--- config.mk ---
export PLATFORM = sky130hd
export DESIGN_NAME = layer_ram_fill_ctrl_flat
export DESIGN_NICKNAME = d
export VERILOG_FILES = /design/src/rtl/layer_ram_fill_ctrl_if.sv /design/src/rtl/layer_ram_fill_ctrl.sv /design/src/flat_wrapper.sv
export SDC_FILE = /design/constraint.sdc
export NUM_CORES = 1
export LEC_CHECK = 0
export CAP_MARGIN = 10
export CELL_PAD_IN_SITES_DETAIL_PLACEMENT = 1
export CELL_PAD_IN_SITES_GLOBAL_PLACEMENT = 1
export CORE_MARGIN = 3
export CORE_UTILIZATION = 32
export DETAILED_ROUTE_END_ITERATION = 12
export PLACE_DENSITY_LB_ADDON = 0.1
export SETUP_SLACK_MARGIN = 0.05
export SLEW_MARGIN = 15
export SYNTH_ARGS = -nofsm -noshare
export SYNTH_HDL_FRONTEND = slang
export SYNTH_SLANG_ARGS = --single-unit
--- constraint.sdc ---
create_clock -name clk -period 3.2 [get_ports clk]
set_clock_uncertainty 0.2 [all_clocks]
set_input_delay 0.64 -clock clk [delete_from_list [all_inputs] [get_ports clk]]
set_output_delay 0.64 -clock clk [all_outputs]
set_load 0.005 [all_outputs]
--- src/rtl/layer_ram_fill_ctrl_if.sv ---
// Bundle of request, response, cache and SDRAM burst signals for layer_ram_fill_ctrl.
// The master modport is the controller; the slave modport is its surroundings.
interface layer_ram_fill_ctrl_if #(
    parameter int ADDR_WIDTH_WORDS = 24,
    parameter int CACHE_DEPTH      = 32,
    parameter int MAX_LAYERS       = 32
);
    localparam int AW = ADDR_WIDTH_WORDS;
    localparam int LW = $clog2(MAX_LAYERS);
    localparam int CW = $clog2(CACHE_DEPTH);

    logic          req_valid;
    logic          req_ready;
    logic [LW-1:0] req_layer;
    logic [AW-1:0] req_addr;
    logic          rsp_valid;
    logic          rsp_ready;
    logic [15:0]   rsp_data;
    logic [LW-1:0] cache_layer;
    logic [AW-1:0] cache_addr;
    logic          cache_hit;
    logic [15:0]   cache_rd_data;
    logic          cache_write_en;
    logic [15:0]   cache_wr_data;
    logic          sdram_rd_req;
    logic [AW-1:0] sdram_rd_addr;
    logic [CW:0]   sdram_rd_len;
    logic          sdram_rd_ack;
    logic          sdram_rd_valid;
    logic [15:0]   sdram_rd_data;
    logic [15:0]   hit_count;
    logic [15:0]   miss_count;

    modport master (
        input  req_valid, req_layer, req_addr, rsp_ready,
        input  cache_hit, cache_rd_data,
        input  sdram_rd_ack, sdram_rd_valid, sdram_rd_data,
        output req_ready, rsp_valid, rsp_data,
        output cache_layer, cache_addr, cache_write_en, cache_wr_data,
        output sdram_rd_req, sdram_rd_addr, sdram_rd_len,
        output hit_count, miss_count
    );

    modport slave (
        output req_valid, req_layer, req_addr, rsp_ready,
        output cache_hit, cache_rd_data,
        output sdram_rd_ack, sdram_rd_valid, sdram_rd_data,
        input  req_ready, rsp_valid, rsp_data,
        input  cache_layer, cache_addr, cache_write_en, cache_wr_data,
        input  sdram_rd_req, sdram_rd_addr, sdram_rd_len,
        input  hit_count, miss_count
    );
endinterface

--- src/rtl/layer_ram_fill_ctrl.sv ---
// Layer RAM cache requester: probes the cache per request, and on a miss fills a whole
// slot from one SDRAM burst before answering with the first word of that burst.
module layer_ram_fill_ctrl #(
    parameter int ADDR_WIDTH_WORDS = 24,
    parameter int CACHE_DEPTH      = 32,
    parameter int MAX_LAYERS       = 32
) (
    input logic                  clk,
    input logic                  rst,
    layer_ram_fill_ctrl_if.master bus
);
    localparam int AW = ADDR_WIDTH_WORDS;
    localparam int LW = $clog2(MAX_LAYERS);
    localparam int CW = $clog2(CACHE_DEPTH);
    localparam logic [CW:0] BURST_LEN = (CW+1)'(CACHE_DEPTH);
    localparam logic [CW:0] LAST_CNT  = (CW+1)'(CACHE_DEPTH - 1);

    typedef enum logic [2:0] {
        IDLE,
        LOOKUP,
        REQ,
        FILL,
        RESPOND
    } state_t;

    state_t        state;
    state_t        state_next;
    logic [LW-1:0] lay_q;
    logic [AW-1:0] base_q;
    logic [CW:0]   cnt;
    logic [15:0]   rsp_data_q;
    logic [15:0]   hit_q;
    logic [15:0]   miss_q;

    always_ff @(posedge clk) begin
        if (rst) begin
            state <= IDLE;
        end else begin
            state <= state_next;
        end
    end

    // A word arriving in the cycle rst is high belongs to an abandoned burst and must never be written.
    always_comb begin
        state_next         = state;
        bus.req_ready      = 1'b0;
        bus.rsp_valid      = 1'b0;
        bus.cache_layer    = '0;
        bus.cache_addr     = '0;
        bus.cache_write_en = 1'b0;
        bus.cache_wr_data  = '0;
        bus.sdram_rd_req   = 1'b0;
        bus.sdram_rd_addr  = '0;
        case (state)
            IDLE: begin
                bus.req_ready = 1'b1;
                if (bus.req_valid) begin
                    state_next = LOOKUP;
                end
            end
            LOOKUP: begin
                bus.cache_layer = lay_q;
                bus.cache_addr  = base_q;
                state_next      = bus.cache_hit ? RESPOND : REQ;
            end
            REQ: begin
                bus.sdram_rd_req  = 1'b1;
                bus.sdram_rd_addr = base_q;
                if (bus.sdram_rd_ack) begin
                    state_next = FILL;
                end
            end
            FILL: begin
                bus.cache_layer = lay_q;
                bus.cache_addr  = base_q + AW'(cnt);
                if (bus.sdram_rd_valid) begin
                    bus.cache_write_en = !rst;
                    bus.cache_wr_data  = bus.sdram_rd_data;
                    if (cnt == LAST_CNT) begin
                        state_next = RESPOND;
                    end
                end
            end
            RESPOND: begin
                bus.rsp_valid = 1'b1;
                if (bus.rsp_ready) begin
                    state_next = IDLE;
                end
            end
            default: state_next = IDLE;
        endcase
    end

    always_ff @(posedge clk) begin
        if (rst) begin
            lay_q      <= '0;
            base_q     <= '0;
            cnt        <= '0;
            rsp_data_q <= '0;
            hit_q      <= '0;
            miss_q     <= '0;
        end else begin
            case (state)
                IDLE: begin
                    if (bus.req_valid) begin
                        lay_q  <= bus.req_layer;
                        base_q <= bus.req_addr;
                    end
                end
                LOOKUP: begin
                    if (bus.cache_hit) begin
                        rsp_data_q <= bus.cache_rd_data;
                        if (hit_q != 16'hFFFF) begin
                            hit_q <= hit_q + 16'd1;
                        end
                    end else if (miss_q != 16'hFFFF) begin
                        miss_q <= miss_q + 16'd1;
                    end
                end
                REQ: begin
                    cnt <= '0;
                end
                FILL: begin
                    if (bus.sdram_rd_valid) begin
                        if (cnt == '0) begin
                            rsp_data_q <= bus.sdram_rd_data;
                        end
                        cnt <= cnt + 1'b1;
                    end
                end
                default: ;
            endcase
        end
    end

    assign bus.rsp_data     = rsp_data_q;
    assign bus.sdram_rd_len = BURST_LEN;
    assign bus.hit_count    = hit_q;
    assign bus.miss_count   = miss_q;
endmodule

--- src/flat_wrapper.sv ---
// flat-port wrapper written by rule: the top's interface ports become plain ports
module layer_ram_fill_ctrl_flat 
#(
    parameter int ADDR_WIDTH_WORDS = 24,
    parameter int CACHE_DEPTH      = 32,
    parameter int MAX_LAYERS       = 32
)
  (clk, rst, bus_req_valid, bus_req_layer, bus_req_addr, bus_rsp_ready, bus_cache_hit, bus_cache_rd_data, bus_sdram_rd_ack, bus_sdram_rd_valid, bus_sdram_rd_data, bus_req_ready, bus_rsp_valid, bus_rsp_data, bus_cache_layer, bus_cache_addr, bus_cache_write_en, bus_cache_wr_data, bus_sdram_rd_req, bus_sdram_rd_addr, bus_sdram_rd_len, bus_hit_count, bus_miss_count);
  layer_ram_fill_ctrl_if #(.ADDR_WIDTH_WORDS(ADDR_WIDTH_WORDS), .CACHE_DEPTH(CACHE_DEPTH), .MAX_LAYERS(MAX_LAYERS)) bus_i ();
  input logic clk;
  input logic rst;
  input wire logic [$bits(bus_i.req_valid)-1:0] bus_req_valid;
  input wire logic [$bits(bus_i.req_layer)-1:0] bus_req_layer;
  input wire logic [$bits(bus_i.req_addr)-1:0] bus_req_addr;
  input wire logic [$bits(bus_i.rsp_ready)-1:0] bus_rsp_ready;
  input wire logic [$bits(bus_i.cache_hit)-1:0] bus_cache_hit;
  input wire logic [$bits(bus_i.cache_rd_data)-1:0] bus_cache_rd_data;
  input wire logic [$bits(bus_i.sdram_rd_ack)-1:0] bus_sdram_rd_ack;
  input wire logic [$bits(bus_i.sdram_rd_valid)-1:0] bus_sdram_rd_valid;
  input wire logic [$bits(bus_i.sdram_rd_data)-1:0] bus_sdram_rd_data;
  output wire logic [$bits(bus_i.req_ready)-1:0] bus_req_ready;
  output wire logic [$bits(bus_i.rsp_valid)-1:0] bus_rsp_valid;
  output wire logic [$bits(bus_i.rsp_data)-1:0] bus_rsp_data;
  output wire logic [$bits(bus_i.cache_layer)-1:0] bus_cache_layer;
  output wire logic [$bits(bus_i.cache_addr)-1:0] bus_cache_addr;
  output wire logic [$bits(bus_i.cache_write_en)-1:0] bus_cache_write_en;
  output wire logic [$bits(bus_i.cache_wr_data)-1:0] bus_cache_wr_data;
  output wire logic [$bits(bus_i.sdram_rd_req)-1:0] bus_sdram_rd_req;
  output wire logic [$bits(bus_i.sdram_rd_addr)-1:0] bus_sdram_rd_addr;
  output wire logic [$bits(bus_i.sdram_rd_len)-1:0] bus_sdram_rd_len;
  output wire logic [$bits(bus_i.hit_count)-1:0] bus_hit_count;
  output wire logic [$bits(bus_i.miss_count)-1:0] bus_miss_count;
  assign bus_i.req_valid = bus_req_valid;
  assign bus_i.req_layer = bus_req_layer;
  assign bus_i.req_addr = bus_req_addr;
  assign bus_i.rsp_ready = bus_rsp_ready;
  assign bus_i.cache_hit = bus_cache_hit;
  assign bus_i.cache_rd_data = bus_cache_rd_data;
  assign bus_i.sdram_rd_ack = bus_sdram_rd_ack;
  assign bus_i.sdram_rd_valid = bus_sdram_rd_valid;
  assign bus_i.sdram_rd_data = bus_sdram_rd_data;
  assign bus_req_ready = bus_i.req_ready;
  assign bus_rsp_valid = bus_i.rsp_valid;
  assign bus_rsp_data = bus_i.rsp_data;
  assign bus_cache_layer = bus_i.cache_layer;
  assign bus_cache_addr = bus_i.cache_addr;
  assign bus_cache_write_en = bus_i.cache_write_en;
  assign bus_cache_wr_data = bus_i.cache_wr_data;
  assign bus_sdram_rd_req = bus_i.sdram_rd_req;
  assign bus_sdram_rd_addr = bus_i.sdram_rd_addr;
  assign bus_sdram_rd_len = bus_i.sdram_rd_len;
  assign bus_hit_count = bus_i.hit_count;
  assign bus_miss_count = bus_i.miss_count;
  layer_ram_fill_ctrl #(.ADDR_WIDTH_WORDS(ADDR_WIDTH_WORDS), .CACHE_DEPTH(CACHE_DEPTH), .MAX_LAYERS(MAX_LAYERS)) u_core (.clk(clk), .rst(rst), .bus(bus_i));
endmodule
==> flow_summary.yaml <==
critical_path:
  cp-start-kind: "flop"
  path_cells: "ha_4, fa_2, a21o_1, a221oi_4, buf_6, buf_6, buf_8, o21ai_2, a21oi_1, buf_2"
  critPathArrivalTime_ns: 2.50
  cp_max_fo: 7
  crit_slowest_cell: "fa_2"
  regToRegStartpoint: "u_core.state[2]"
  end_kind: "output pin"
  worstRegToRegCells: 5
  rr_endpoint: "u_core.bus.miss_count[14]"
  crit_path_max_incr_delay_ns: 0.36
  rrSetupSlack_ns: 0.93
  cp_common_cell: "buf_6"
  path_class: "flop to output pin"
  critPathRequiredTime_ns: 2.36
detailed_routing:
  vias: 5851
  post-route-drc-count: 0
  wl_per_cell_um: 18.62
  via_per_inst: 5.353
  ant_nets: 0
  drtIter0Drc: 242
  routed_wl_um: 20360
  dr.pass1.iters: 4
pwr:
  switchingPower_w: 0.0008773
  p_per_area_nw_per_um2: 363.6
  p_clk_share_pct: 37.0
  power.internal_w: 0.002131
  sw_frac_of_total_pct: 29.17
  p_leak_nw: 2.994
  p_seq_share_pct: 39.3
  power_frac_comb_pct: 23.7
  ir_drop_mv: 0.2726
clock_network:
  cts_buffer_depth: 2
  cts_tree: "yes"
  holdBufCountCts: 0
  clk_latency_ns: 0.35
  numCtsBuffers: 9
  htree_levels: 3
  clk_root_buffer_cell: "clkbuf_16"
  clkTransAtPathRegs_ns: 0.06
  cts.sinks: 86
finish:
  area_growth_pct: 58.71
  layout.nets: 951
  drive_above_1_share_pct: 20.07
  fill_cells: 1910
  multi_input_area_um2: 3505
  finish.instance_area_um2: 8273
  num_antenna_cells: 0
  layout_commonest_cell: "clkdlybuf4s50_1"
  most-common-layout-cells: "clkdlybuf4s50_1 (166), nand2_1 (84), a21oi_1 (81)"
  regArea_um2: 1737
synth:
  syn_avg_cell_area_um2: 7.982
  ys_warn_count: 0
  ys_ff_latch: 86
  ys.flop_type: "dfxtp_1"
  ys_types: 64
  syn_area_um2: 5212
  synth_top_family_by_area: "simple AND/OR/NAND/NOR gates"
  synth_compound_area_share_pct: 19.97
  synth_edf_count: 0
  yosysTopAreaCellShare_pct: 33.03
  synth_mux_area_share_pct: 5.929
  yosys.area_share.simple_pct: 31.85
  yosys.area.top_type: "dfxtp_1"
  syn-instance-count: 653
  ys_async_sr_fraction_pct: 0
  synth_fa_ha_area_share_pct: 2.784
  synth_area_leaders: "dfxtp_1 (33%), a21oi_1 (8.5%), nand2_1 (6.0%)"
  synth_xor_area_share_pct: 1.176
  yosysSeqAreaShare_pct: 33.03
global_routing:
  grt_overflow: 0
  grt_max_degree: 96
  antenna_found_initial: 0
  grt_pass1_wl_um: 31700
  track_usage_pct: 21.64
  grt_pass1_vias: 6094
floorplanning:
  initial_core_util_pct: 32.81
  fp.dieW_um: 133.6
  core_area_um2: 15890
  ios: 195
  die_h_um: 133.6
  dieArea_um2: 17860
  rows: 46
timing:
  finalHoldViolations: 0
  tightest_slew_ns: 1.009
  layout_min_cycle_time_ns: 3.341
  rsz0062_at_grt: "true"
  layout_setup_ws_ns: -0.1408
  period_share_pct: 104.4
  setup_viol: 8
  finalMaxSlewViolations: 0
  max_freq_ghz: 0.2993
  timing.slew.headroom_pct: 32.76
  worst_hold_slack_ns: 0.2601
min_path:
  hold_path.class: "flop to flop"
  min-delay-start: "u_core.lay_q[0]"
  whs_endpoint: "u_core.lay_q[0]"
  whs_path_depth: 2
outcome:
  violations: "setup timing"
  outcome: "finished, violations left"
place:
  postPlaceCellArea_um2: 7595
  hpwl_um: 14100
  portBuffers: 188
  gp_congestion: 0.8147
  pre_cts_ws_ns: -0.1469
job:
  maxCapViolations: 0
cells in the mapped netlist, drive strengths merged (3+ instances only):
library cell / instances
and4: 4
nand4: 17
nand2b: 6
and3: 22
or3: 15
a21oi: 89
o21ai: 18
inv: 7
nor3b: 3
nor3: 9
nor2b: 13
nor4: 5
mux2: 7
ha: 10
nor4b: 5
o31ai: 21
clkbuf: 30
or4: 21
a21o: 4
dfxtp: 86
mux2i: 23
nand2: 84
buf: 22
and2: 34
nand3b: 3
xor2: 3
a211oi: 21
nor2: 23
xnor2: 4
nand3: 14
registers in the layout, indices dropped and copies added (netlist names):
register,cells
u_core.base_q,24
u_core.bus.rsp_data,16
u_core.cnt,6
u_core.lay_q,5
u_core.state,3
u_core.bus.miss_count,16
u_core.bus.hit_count,16
per-layer routing:
layer	wire [um]	vias to the layer above	global-route usage (%)
li1	-	2816	-
met1	8771	2874	26.58
met2	10490	139	38.66
met3	825	22	3.890
met4	270	0	6.343
met5	0	-	0
worst max-delay path by stage:
stage                          start                 end  slack, ns
floorplan              u_core.cnt[0]  bus_cache_addr[20]       0.20
global placement       u_core.cnt[0]  bus_cache_addr[20]      -0.06
detailed placement     u_core.cnt[0]  bus_cache_addr[20]      -0.15
CTS                 u_core.base_q[0]  bus_cache_addr[20]      -0.04
global route           u_core.cnt[0]   bus_cache_addr[6]      -0.25
finish                 u_core.cnt[0]   bus_cache_addr[6]      -0.14
worst max-delay path, delay by kind of cell (launching register included):
family | cells | cell delay, ns
compound gates | 4 | 0.77
fa+ha+maj | 2 | 0.52
buf+inv | 4 | 0.53
flops | 1 | 0.34
kinds of logic (layout without fill, tap and decap cells):
| logic type | Yosys count | count (layout) |
|---|---|---|
| simple gates | 287 | 287 |
| compound gates | 171 | 171 |
| flops | 86 | 86 |
| buf+inv | 59 | 279 |
| mux | 30 | 30 |
| fa+ha+maj | 11 | 11 |
| xor+xnor | 7 | 7 |
| other cells | 2 | 6 |
through the flow:
stage          util, %  instances  total power (W)  setup TNS, ns
2_1_floorplan        -        657         0.001527              0
3_3_place_gp     47.81       1063         0.001871        -0.1759
3_5_place_dp     47.81       1063         0.001896        -0.6157
4_1_cts          50.94       1091         0.003024        -0.2133
5_1_grt          52.08       1093         0.003156         -1.596
6_report         52.08       1093         0.003008        -0.3552
layout make-up:
type,instances,share of cell area (%)
clock buffer,12,3.100
inverter,7,0.3176
sequential,86,20.99
clock inverter,4,0.6503
multi-input combinational,512,42.36
timing repair buffer,256,29.31
tap,216,3.267
what timing repair did:
item,4_1_cts,5_1_grt
endpoints found under the setup margin,28,35
resized for setup,120,33
cloned,1,1
pin swaps,26,24
buffers inserted,13,2
power groups by stage:
stage                     registers (W)  logic, W  clock network [W]
final                           0.00118  0.000713            0.00111
after global routing            0.00119  0.000784            0.00118
after global placement          0.00120  0.000674                  0
after detailed placement        0.00120  0.000695                  0
after CTS                       0.00118  0.000706            0.00114
after floorplan                 0.00120  0.000325                  0
(Power assumes the default switching activity.)
==> RTL edit 1 (same flow settings) <==
`ADDR_WIDTH_WORDS` is set to 24 in 3 places; all go to 12.
--- a/src/rtl/layer_ram_fill_ctrl_if.sv
+++ b/src/rtl/layer_ram_fill_ctrl_if.sv
@@ -1,7 +1,7 @@
 // Bundle of request, response, cache and SDRAM burst signals for layer_ram_fill_ctrl.
 // The master modport is the controller; the slave modport is its surroundings.
 interface layer_ram_fill_ctrl_if #(
-    parameter int ADDR_WIDTH_WORDS = 24,
+    parameter int ADDR_WIDTH_WORDS = 12,
     parameter int CACHE_DEPTH      = 32,
     parameter int MAX_LAYERS       = 32
 );
--- a/src/rtl/layer_ram_fill_ctrl.sv
+++ b/src/rtl/layer_ram_fill_ctrl.sv
@@ -1,7 +1,7 @@
 // Layer RAM cache requester: probes the cache per request, and on a miss fills a whole
 // slot from one SDRAM burst before answering with the first word of that burst.
 module layer_ram_fill_ctrl #(
-    parameter int ADDR_WIDTH_WORDS = 24,
+    parameter int ADDR_WIDTH_WORDS = 12,
     parameter int CACHE_DEPTH      = 32,
     parameter int MAX_LAYERS       = 32
 ) (
--- a/src/flat_wrapper.sv
+++ b/src/flat_wrapper.sv
@@ -1,7 +1,7 @@
 // flat-port wrapper written by rule: the top's interface ports become plain ports
 module layer_ram_fill_ctrl_flat 
 #(
-    parameter int ADDR_WIDTH_WORDS = 24,
+    parameter int ADDR_WIDTH_WORDS = 12,
     parameter int CACHE_DEPTH      = 32,
     parameter int MAX_LAYERS       = 32
 )
Interface: changed (resized bus_cache_addr, bus_req_addr and bus_sdram_rd_addr); port bits go from 195 to 159. The function was not compared with the original's and may differ.
==> RTL edit 1 against the unedited design <==
  * First-iteration DRC count down 43%
  * Total power down 20%
  * Sequential cell count down 12
  * Cell area down 24%
  * Via count down 24%
  * Worst setup slack better by 0.26 ns
  * Routed wire length down 27%
  * Area after synthesis down 21%
  * Critical endpoint is now bus_cache_addr[7]
==> RTL edit 1: results (changes against the unedited design) <==
* P_leak at 2.289 nW (-24%)
* Vias in the first global route at 4,597 (-25%)
* H-tree depth at 3 (unchanged)
* GP Congestion at 0.8651 (+6.2%)
* Clock latency reported for the late side of the worst-skew pair at 0.34 ns
* Synth Flop Type: dfxtp_1
* Drt via density at 5.177 (-3.3%)
* Status: complete, no violations
* Worst Hold Class: reg2reg
* Critical Path Slowest Stage Cell: clkdlybuf4s50_1
* Die Width at 119.7 microns (-10%)
* VDD IR max at 0.2142 mV (-21%)
* Synth Area in XOR/XNOR at 0.06778 (+0.05601)
* I/O Buffers at 152 (-19%)
* Asr flop ratio synth at 0 (unchanged)
* Final setup fails at 0 (-8)
* Root Driver: clkbuf_16
* First-pass GRT wire length at 23,850 microns (-25%)
* Largest stage delay on the critical path at 0.51 ns (+0.15 ns)
* Post-DP HPWL at 10,920 microns (-23%)
* Largest net degree at the start of global routing at 73 (-24%)
* Total Wirelength at 14,850 microns (-27%)
* Number of library cell types mapped by synthesis at 53 (-17%)
* Post-synth EDFFs at 0 (unchanged)
* Rel. slew slack at 0.4683 (+0.1407)
* Clk slew on worst S/H paths at 0.06 ns (about the same)
* Initial DRC Count at 137 (-43%)
* Maximum clock path buffer count at 2 (unchanged)
* # hold bufs at CTS at 0 (unchanged)
* CP arrival at 2.24 ns (-0.26 ns)
* Synth Area in Adders at 0.03510 (+0.007254)
* Crit path max-delay family: simple AND/OR/NAND/NOR gates
* Commonest cells post-synth: dfxtp_1 (74), nand2_1 (66), nor2_1 (65)
* Reg2reg start: u_core.state[1]
* Ratio of cells with drive above 1 in the final layout at 0.1079 (-0.09281)
* Compound-Gate Fraction of Synth Area at 0.1428 (-0.05690)
* Yosys warns at 0 (unchanged)
* Crit path from: u_core.cnt[4]
* Hold Crit Start: u_core.lay_q[0]
* Antenna violations before repair at 0 (unchanged)
* Maximum fanout along the worst path at 4 (-3)
* # nets final at 750 (-21%)
* Mux cell area share after synthesis at 0.01271 (-0.04658)
* First-pass detailed-route iteration total at 4 (unchanged)
* Cts bufs inserted at 9 (unchanged)
* Seq/Total Area, Yosys at 0.3582 (+0.02795)
* Area contributors post-synth: dfxtp_1 (36%), nand2_1 (6.0%), nor2_1 (5.9%)
* Total track usage at 0.2057 (-0.01076)
## RTL edit 1: cell types whose count changed after synthesis, moves of 10 or more
cell      unedited run  this run
nor2_1              23        65
nand3_1             12        32
or3_1               15         2
mux2i_1             23         3
nor2b_1             13         3
nand2_1             84        66
o31ai_1             21         2
dfxtp_1             86        74
a311oi_1             2        19
xor2_1               3        20
a21oi_1             89        32
nor3_1               9        20
or4_1               21         1
a211oi_1            20         6
## RTL edit 1: cell families after synthesis
group           count (synthesis)
simple gates                  270
fa+ha+maj                      11
compound gates                 88
mux                             5
xor+xnor                       32
other cells                     2
buf+inv                        45
flops                          74
## RTL edit 1: worst paths after layout
| path | endpoint | slack [ns] | depth (start not counted) |
|---|---|---|---|
| setup reg to reg | u_core.bus.miss_count[15] | 0.81 | 6 |
| hold / removal | u_core.lay_q[0] | 0.26 | 2 |
| hold reg to reg | u_core.lay_q[0] | 0.26 | 2 |
| setup / recovery | bus_cache_addr[7] | 0.12 | 6 |
## RTL edit 1: tightest hold or removal path, cell delays in order (launching register included)
cell and delay [ns]:
dfxtp_1 0.30, nand2_1 0.05, a21oi_1 0.06
## RTL edit 1: cell type report
cell class | count | area [sq um]
clock inverters | 5 | 57.56
well taps | 168 | 210.2
clock buffers | 9 | 225.2
fillers | 1491 | 6048
repair buffers | 179 | 1702
inverters | 7 | 26.28
flip-flops and latches | 74 | 1489
multi-input cells | 412 | 2551
diodes | 1 | 2.502
## RTL edit 1: routing by layer
metal / GRT usage / wire length, microns / up-vias
li1: - / - / 2157
met1: 0.2483 / 6340 / 2166
met2: 0.3669 / 7652 / 91
met3: 0.05325 / 670 / 12
met4: 0.04581 / 191 / 0
met5: 0 / 0 / -
## RTL edit 1: repair_timing
item                                    4_1_cts  5_1_grt
pin swaps                                     6        6
setup buffers                                 4        1
gates resized for setup                      26       13
endpoints found under the setup margin        9        6
gates cloned                                  0        0
endpoints found under the hold margin         0        0
## RTL edit 1: stage by stage
stage / setup slack, ns / std cells / hold WS (ns) / cell area [sq um]
floorplan: 0.6299 / 531 / 0.2317 / 4150
global placement: 0.1209 / 835 / 0.2399 / 5864
detailed placement: 0.06153 / 835 / 0.2609 / 5864
CTS: 0.02350 / 853 / 0.2694 / 6243
global route: 0.0004383 / 854 / 0.2901 / 6261
finish: 0.1152 / 855 / 0.2631 / 6264
## RTL edit 1: power breakdown
| part | switching (mW) | internal [mW] | total (mW) | leakage [nW] |
|---|---|---|---|---|
| Clock | 0.393 | 0.593 | 0.986 | 0.129 |
| Combinational | 0.201 | 0.201 | 0.403 | 1.56 |
| Sequential | 0.0405 | 0.964 | 1.00 | 0.603 |
==> RTL edit 2 (same flow settings) <==
Without the edit above. Compare `cnt` against `LAST_CNT` with >= in place of ==.
--- a/src/rtl/layer_ram_fill_ctrl.sv
+++ b/src/rtl/layer_ram_fill_ctrl.sv
@@ -76,7 +76,7 @@
                 if (bus.sdram_rd_valid) begin
                     bus.cache_write_en = !rst;
                     bus.cache_wr_data  = bus.sdram_rd_data;
-                    if (cnt == LAST_CNT) begin
+                    if (cnt >= LAST_CNT) begin
                         state_next = RESPOND;
                     end
                 end
Behaviour: no difference found for any inputs over 4 cycles, from zero or initial values and one cycle with rst high; that may be too few to reach the edited logic, so the function may still have changed.
==> RTL edit 2 against the unedited design <==
  * Global-route usage fell by 0.55 points
  * Hold slack got worse by 0.0095 ns
  * Sequential cell count did not move
  * Area after synthesis fell by 5.5%
  * Routed wire length fell by 10%
  * Total power rose by 8.5%
  * Cell area fell by 7.6%
  * Worst setup slack improved by 0.14 ns
  * Critical path type unchanged
  * Critical endpoint is now bus_cache_addr[22]
  * Highest routed layer unchanged
==> RTL edit 2: results (changes against the unedited design) <==
* Via Count at 5,293 (-9.5%)
* Status: complete, no violations
* # nets final at 913 (-4.0%)
* Commonest cells post-synth: nand2_1 (93), dfxtp_1 (86), nor2_1 (77)
* Post-DP HPWL at 12,780 microns (-9.3%)
* Crit path max-delay family: adder cells
* Sw Share at 0.3339 (+0.04220)
* P_leak at 2.766 nW (-7.6%)
* Total track usage at 0.2110 (-0.005469)
* Power Clock at 980 uW (-12%)
* Final period util at 0.9996 (-0.04442)
* Reg2reg setup slack at 0.87 ns (-0.06 ns)
* Maximum fanout along the worst path at 5 (-2)
* # placed instances at 996 (-6.3%)
* Drt via density at 5.174 (-3.3%)
* Area contributors post-synth: dfxtp_1 (35%), nand2_1 (7.1%), and2_1 (6.2%)
* Synth Area in XOR/XNOR at 0.08177 (+0.07001)
* Mux cell area share after synthesis at 0.01422 (-0.04507)
* Internal power at 2.174 mW (+2.1%)
* Crit path from: u_core.base_q[0]
* VDD IR max at 0.2889 mV (+6.0%)
* Hold Crit Start: u_core.lay_q[4]
* FF-to-FF path depth at 6 (+1)
* Rel. slew slack at 0.3865 (+0.05893)
* Final hold slack at 0.2506 ns (-0.009487 ns)
* Synthesized netlist cell count at 636 (-2.6%)
* Ratio of cells with drive above 1 in the final layout at 0.1454 (-0.05527)
* P_comb at 988 uW (+39%)
-- RTL edit 2: changes by cell type in the layout (fill, tap and decap cells not counted), moves of 16 or more --
cell / delta
a21oi_1: -37
and3_1: -17
buf_4: -23
mux2i_1: -16
nor2_1: +54
o31ai_1: -16
xnor2_1: +20
xor2_1: +19
-- RTL edit 2: area by class of cell --
cell class                 count  area [sq um]
clock buffer                   9         225.2
inverter                      10         37.54
fill                        1771          7162
sequential                    86          1733
timing repair buffer         229          2185
tap                          184         230.2
clock inverter                 7         50.05
multi-input combinational    498          3187
-- RTL edit 2: repair_timing --
item	CTS	global route
gates resized for setup	69	52
buffers inserted	7	4
pin swaps	20	28
setup endpoints to repair	45	47
-- RTL edit 2: per-layer routing --
metal  GRT usage  share of wire  vias up
met1      0.2657           0.43     2571
li1            -              -     2575
met3     0.03561          0.043       19
met5           0              0        -
met4     0.07457          0.019        0
met2      0.3633           0.51      128
